==> src/rtl/instr_sequencer_if.sv <==
// Instruction-memory read channel between instr_sequencer (master) and memory (slave).
// Read data is valid in the same cycle that imem_ack is high.
interface instr_sequencer_if;
    logic        imem_req;
    logic [31:0] imem_addr;
    logic        imem_ack;
    logic [31:0] imem_rdata;

    modport master (
        output imem_req,
        output imem_addr,
        input  imem_ack,
        input  imem_rdata
    );

    modport slave (
        input  imem_req,
        input  imem_addr,
        output imem_ack,
        output imem_rdata
    );
endinterface

==> src/rtl/instr_sequencer.sv <==
// Fetch/execute sequencer: IDLE -> FETCH -> EXEC -> (FETCH | HALTED), owns pc and ir.
// Optional retired-instruction counter enabled by macro INSTR_SEQUENCER_INSTRET_EN.
module instr_sequencer #(
    parameter logic [31:0] RESET_PC = 32'h00000000
) (
    input  logic                clk,
    input  logic                reset,
    input  logic                run,
    instr_sequencer_if.master   imem,
    output logic [31:0]         ir,
    input  logic                dec_wwe,
    input  logic                dec_halt,
    input  logic                take_branch,
    input  logic [31:0]         dec_pc_imm,
    output logic                rf_we,
    output logic [31:0]         pc,
    output logic                halted,
    output logic [1:0]          state
`ifdef INSTR_SEQUENCER_INSTRET_EN
    ,
    output logic [31:0]         instret
`endif
);

    typedef enum logic [1:0] {
        IDLE   = 2'd0,
        FETCH  = 2'd1,
        EXEC   = 2'd2,
        HALTED = 2'd3
    } seqState_t;

    seqState_t   curState;
    seqState_t   nextState;
    logic [31:0] pcNext;
    logic        fetchDone;

    assign fetchDone = (curState == FETCH) && imem.imem_ack;

    always_ff @(posedge clk) begin
        if (reset) curState <= IDLE;
        else       curState <= nextState;
    end

    always_comb begin
        nextState = curState;
        case (curState)
            IDLE:    if (run) nextState = FETCH;
            FETCH:   if (imem.imem_ack) nextState = EXEC;
            EXEC:    nextState = dec_halt ? HALTED : FETCH;
            HALTED:  if (run) nextState = FETCH;
            default: nextState = IDLE;
        endcase
    end

    always_comb begin
        imem.imem_req = (curState == FETCH);
        halted        = (curState == HALTED);
        rf_we         = (curState == EXEC) && dec_wwe && !dec_halt;
    end

    assign imem.imem_addr = pc;
    assign state          = curState;

    // Halt overrides a taken branch; targets are forced word-aligned.
    always_comb begin
        pcNext = pc + 32'd4;
        if (take_branch && !dec_halt) pcNext = dec_pc_imm & ~32'd3;
    end

    always_ff @(posedge clk) begin
        if (reset) begin
            pc <= RESET_PC;
            ir <= '0;
        end else begin
            if (fetchDone)          ir <= imem.imem_rdata;
            if (curState == EXEC)   pc <= pcNext;
        end
    end

`ifdef INSTR_SEQUENCER_INSTRET_EN
    always_ff @(posedge clk) begin
        if (reset)                 instret <= '0;
        else if (curState == EXEC) instret <= instret + 32'd1;
    end
`endif

endmodule

==> src/flat_wrapper.sv <==
// flat-port wrapper written by rule: the top's interface ports become plain ports
module instr_sequencer_flat 
#(
    parameter logic [31:0] RESET_PC = 32'h00000000
)
  (clk, reset, run, ir, dec_wwe, dec_halt, take_branch, dec_pc_imm, rf_we, pc, halted, state, imem_imem_req, imem_imem_addr, imem_imem_ack, imem_imem_rdata);
  instr_sequencer_if imem_i ();
  input  logic clk;
  input  logic reset;
  input  logic run;
  output logic [31:0] ir;
  input  logic dec_wwe;
  input  logic dec_halt;
  input  logic take_branch;
  input  logic [31:0] dec_pc_imm;
  output logic rf_we;
  output logic [31:0] pc;
  output logic halted;
  output logic [1:0] state;
  output wire logic [$bits(imem_i.imem_req)-1:0] imem_imem_req;
  output wire logic [$bits(imem_i.imem_addr)-1:0] imem_imem_addr;
  input wire logic [$bits(imem_i.imem_ack)-1:0] imem_imem_ack;
  input wire logic [$bits(imem_i.imem_rdata)-1:0] imem_imem_rdata;
  assign imem_imem_req = imem_i.imem_req;
  assign imem_imem_addr = imem_i.imem_addr;
  assign imem_i.imem_ack = imem_imem_ack;
  assign imem_i.imem_rdata = imem_imem_rdata;
  instr_sequencer #(.RESET_PC(RESET_PC)) u_core (.clk(clk), .reset(reset), .run(run), .imem(imem_i), .ir(ir), .dec_wwe(dec_wwe), .dec_halt(dec_halt), .take_branch(take_branch), .dec_pc_imm(dec_pc_imm), .rf_we(rf_we), .pc(pc), .halted(halted), .state(state));
endmodule
==> config.mk <==
export PLATFORM = sky130hd
export DESIGN_NAME = instr_sequencer_flat
export DESIGN_NICKNAME = d
export VERILOG_FILES = /design/src/rtl/instr_sequencer_if.sv /design/src/rtl/instr_sequencer.sv /design/src/flat_wrapper.sv
export SDC_FILE = /design/constraint.sdc
export NUM_CORES = 1
export LEC_CHECK = 0
export ABC_CLOCK_PERIOD_IN_PS = 2000
export BUFFER_PORTS_ARGS = -buffer_cell sky130_fd_sc_hd__buf_2
export CORE_ASPECT_RATIO = 0.5
export CORE_MARGIN = 3
export CORE_UTILIZATION = 42
export DETAILED_ROUTE_END_ITERATION = 6
export PLACE_DENSITY = 0.77
export SLEW_MARGIN = 25
export SYNTH_ARGS = -nofsm -noshare
export SYNTH_HDL_FRONTEND = slang
export SYNTH_SLANG_ARGS = --single-unit
==> constraint.sdc <==
create_clock -name clk -period 2 [get_ports clk]
set_clock_uncertainty 0.2 [all_clocks]
set_input_delay 0.6 -clock clk [delete_from_list [all_inputs] [get_ports clk]]
set_output_delay 0.6 -clock clk [all_outputs]
set_load 0.02 [all_outputs]
==> metrics.yaml <==
drtIter0Drc: 296
syn_area_um2: 3470
grt_pass1_vias: 3550
top_layer: "met4"
drtPass1Iterations: 5
via_count: 3778
grt_overflow_total: 0
gp_congestion: 0.819
die_area_um2: 9460
finalMaxSlewViolations: 0
vias_per_cell: 5.20
path_max_fanout: 3
place_area_um2: 4450
wl_per_cell_um: 13.6
postSynthCellCount: 454
cts_buffers: 9
final_util_pct: 63.2
fp-row-count: 22
cts_sinks: 64
yosysWarningCount: 0
critPathMaxStageDelay_ps: 360
wl_um: 9860
critPathTopFamily: "flip-flops"
power_density_nw_per_um2: 989
routed-wl-met2_um: 4770
r2r-start: "u_core.imem.imem_addr[5]"
hp-start: "u_core.ir[23]"
final-seq-area_um2: 1300
clkSlewWorstSetupHoldPaths_ps: 60
layout-drive-gt1-share_pct: 42.1
diodes: 0
arrival_ps: 1210
cp.required_ps: 1200
post-route-cell-area_um2: 4850
synth_top_area_cell: "dfxtp_1"
clockBufferDepth: 2
r2r-end: "u_core.imem.imem_addr[31]"
syn_avg_cell_area_um2: 7.65
dpl.hpwl_um: 7080
initial_core_util_pct: 45.2
cts_tree: "done"
area_growth_pct: 39.7
holdPathStages: 2
fillers: 717
insertion_delay_ps: 330
post-route-min-period_ps: 2010
hp-class: "register to register"
layout_setup_ws_ps: -11.6
grt_max_degree: 53
synth_ff_type: "dfxtp_1"
port_buffers: 165
crit_slowest_cell: "dfxtp_4"
cap_viol_max_count: 0
period_share_pct: 101
critPathCaptureType: "output pin"
cp-start-kind: "register"
fmax_mhz: 497
drc: 0
dieWidth_um: 135
ios: 172
nNetsFinal: 688
core_um2: 7680
status: "finished with violations"
grt_antenna_before_repair: 0
violations: "negative setup slack"
synth_edf_count: 0
cts_hold_buf: 0
critPathBufInv: 2
hold_viol: 0
grt_usage_pct: 20.7
multi_input_area_um2: 1810
synth_seq_cells: 64
crit_chain: "inv_2 -> ha_4 -> and3b_2 -> buf_6"
synth.most_common_cell: "nand2_1"
critical_path_class: "register to output pin"
rrSetupSlack_ps: 80
ir_drop_v: 0.000637
grt_setup_unrepaired: "yes"
m1WireLength_um: 4230
die_h_um: 70.3
root_buffer: "clkbuf_16"
grt_pass1_wl_um: 16100
synthTopCellsByCount: "97 x nand2_1, 64 x dfxtp_1, 47 x a21oi_1"
power_leakage_nw: 2.26
r2r_cells: 5
yosysSeqAreaShare_pct: 36.9
pre_cts_slack_ps: -63.7
postRouteAntennaNets: 0
h-tree-depth: 3
synth.distinct_cells: 56
setup_viol: 1
wl_met3_um: 765
synth_top_area_share_pct: 36.9
hold_end: "u_core.ir[23]"
synth.area.top_cells: "dfxtp_1 37%, nand2_1 10%, buf_4 7.4%"
async_flop_share_pct: 0
through the flow:
step                total power, mW  instances  hold WS [ps]  TNS [ps]
floorplan                      2.61        457           327     -43.9
global placement               3.01        706           238     -99.1
detailed placement             3.05        706           243      -130
CTS                            4.83        723           251     -78.4
global route                   5.07        726           271     -94.4
finish                         4.80        726           249     -11.6
cell families (layout without fill, tap and decap cells):
kind of cell,count (synthesis),count (layout),share of synthesized area [%]
other,1,4,0.108
multiplexers,5,5,1.48
buffers and inverters,75,236,12.1
AO/OA/AOI/OAI,122,122,21.5
flip-flops,64,64,36.9
adder cells (fa/ha/maj),4,4,1.44
AND/OR/NAND/NOR,183,183,26.5
cell type report:
class | instances | share of cell area, %
Tap cell | 108 | 2.78
Clock buffer | 9 | 4.64
Inverter | 6 | 0.464
Timing Repair Buffer | 214 | 25.8
Sequential cell | 64 | 26.8
Multi-Input combinational cell | 318 | 37.3
Clock inverter | 7 | 2.14
power by group:
group | switching [mW] | total [mW] | internal, mW
sequential | 0.119 | 1.57 | 1.45
clock | 0.607 | 1.71 | 1.11
combinational | 0.913 | 1.52 | 0.609
sequential cells by signal, summed over array words and instances, names as in the netlist:
register               count
u_core.ir                 32
u_core.imem.imem_addr     30
u_core.state               2
routing by layer:
metal | up-vias | track usage (%)
li1 | 1884 | -
met5 | - | 0
met4 | 0 | 7.00
met3 | 10 | 7.12
met2 | 136 | 34.6
met1 | 1748 | 25.1
worst register-to-register path, stage by stage (launching register included):
cell     delay [ps]
dfxtp_2         390
and4_1          280
nand4_4         180
nor4_4          260
mux2i_1         110
or3_1           370
worst max path at each step:
stage | from | endpoint | slack, ps | depth (start not counted)
2_1_floorplan | u_core.state[0] | rf_we | -40 | 6
3_3_place_gp | take_branch | u_core.imem.imem_addr[22] | -60 | 6
3_5_place_dp | take_branch | u_core.imem.imem_addr[20] | -60 | 6
4_1_cts | u_core.state[0] | rf_we | -40 | 4
5_1_grt | u_core.state[0] | rf_we | -50 | 4
6_report | u_core.state[0] | rf_we | -10 | 4
layout by cell type, fill, tap and decap left out, drive strengths merged, types with 3 or more instances in the layout:
cell | synthesis | layout
ha | 4 | 4
nand4 | 6 | 6
nor2b | 9 | 9
clkinv | 0 | 3
nand2b | 4 | 4
o22ai | 5 | 5
a22oi | 6 | 6
or3 | 3 | 3
nand2 | 97 | 97
o31ai | 4 | 4
a211oi | 13 | 13
dfxtp | 64 | 64
nor3b | 4 | 4
clkbuf | 25 | 9
mux2i | 4 | 4
nor4 | 4 | 4
a21oi | 47 | 47
and4 | 4 | 4
nor2 | 18 | 18
inv | 6 | 8
o2bb2ai | 3 | 3
nand3 | 15 | 15
buf | 44 | 214
o21ai | 24 | 24
a31oi | 5 | 5
and3 | 6 | 6
nand3b | 3 | 3
conb | 1 | 4
repair_timing:
action                     4_1_cts  5_1_grt
setup endpoints to repair        1        8
pin swaps                        1        1
resized for setup                4        8
hold endpoints to repair         0        0
setup buffers                    1        3
(Power assumes the default switching activity.)
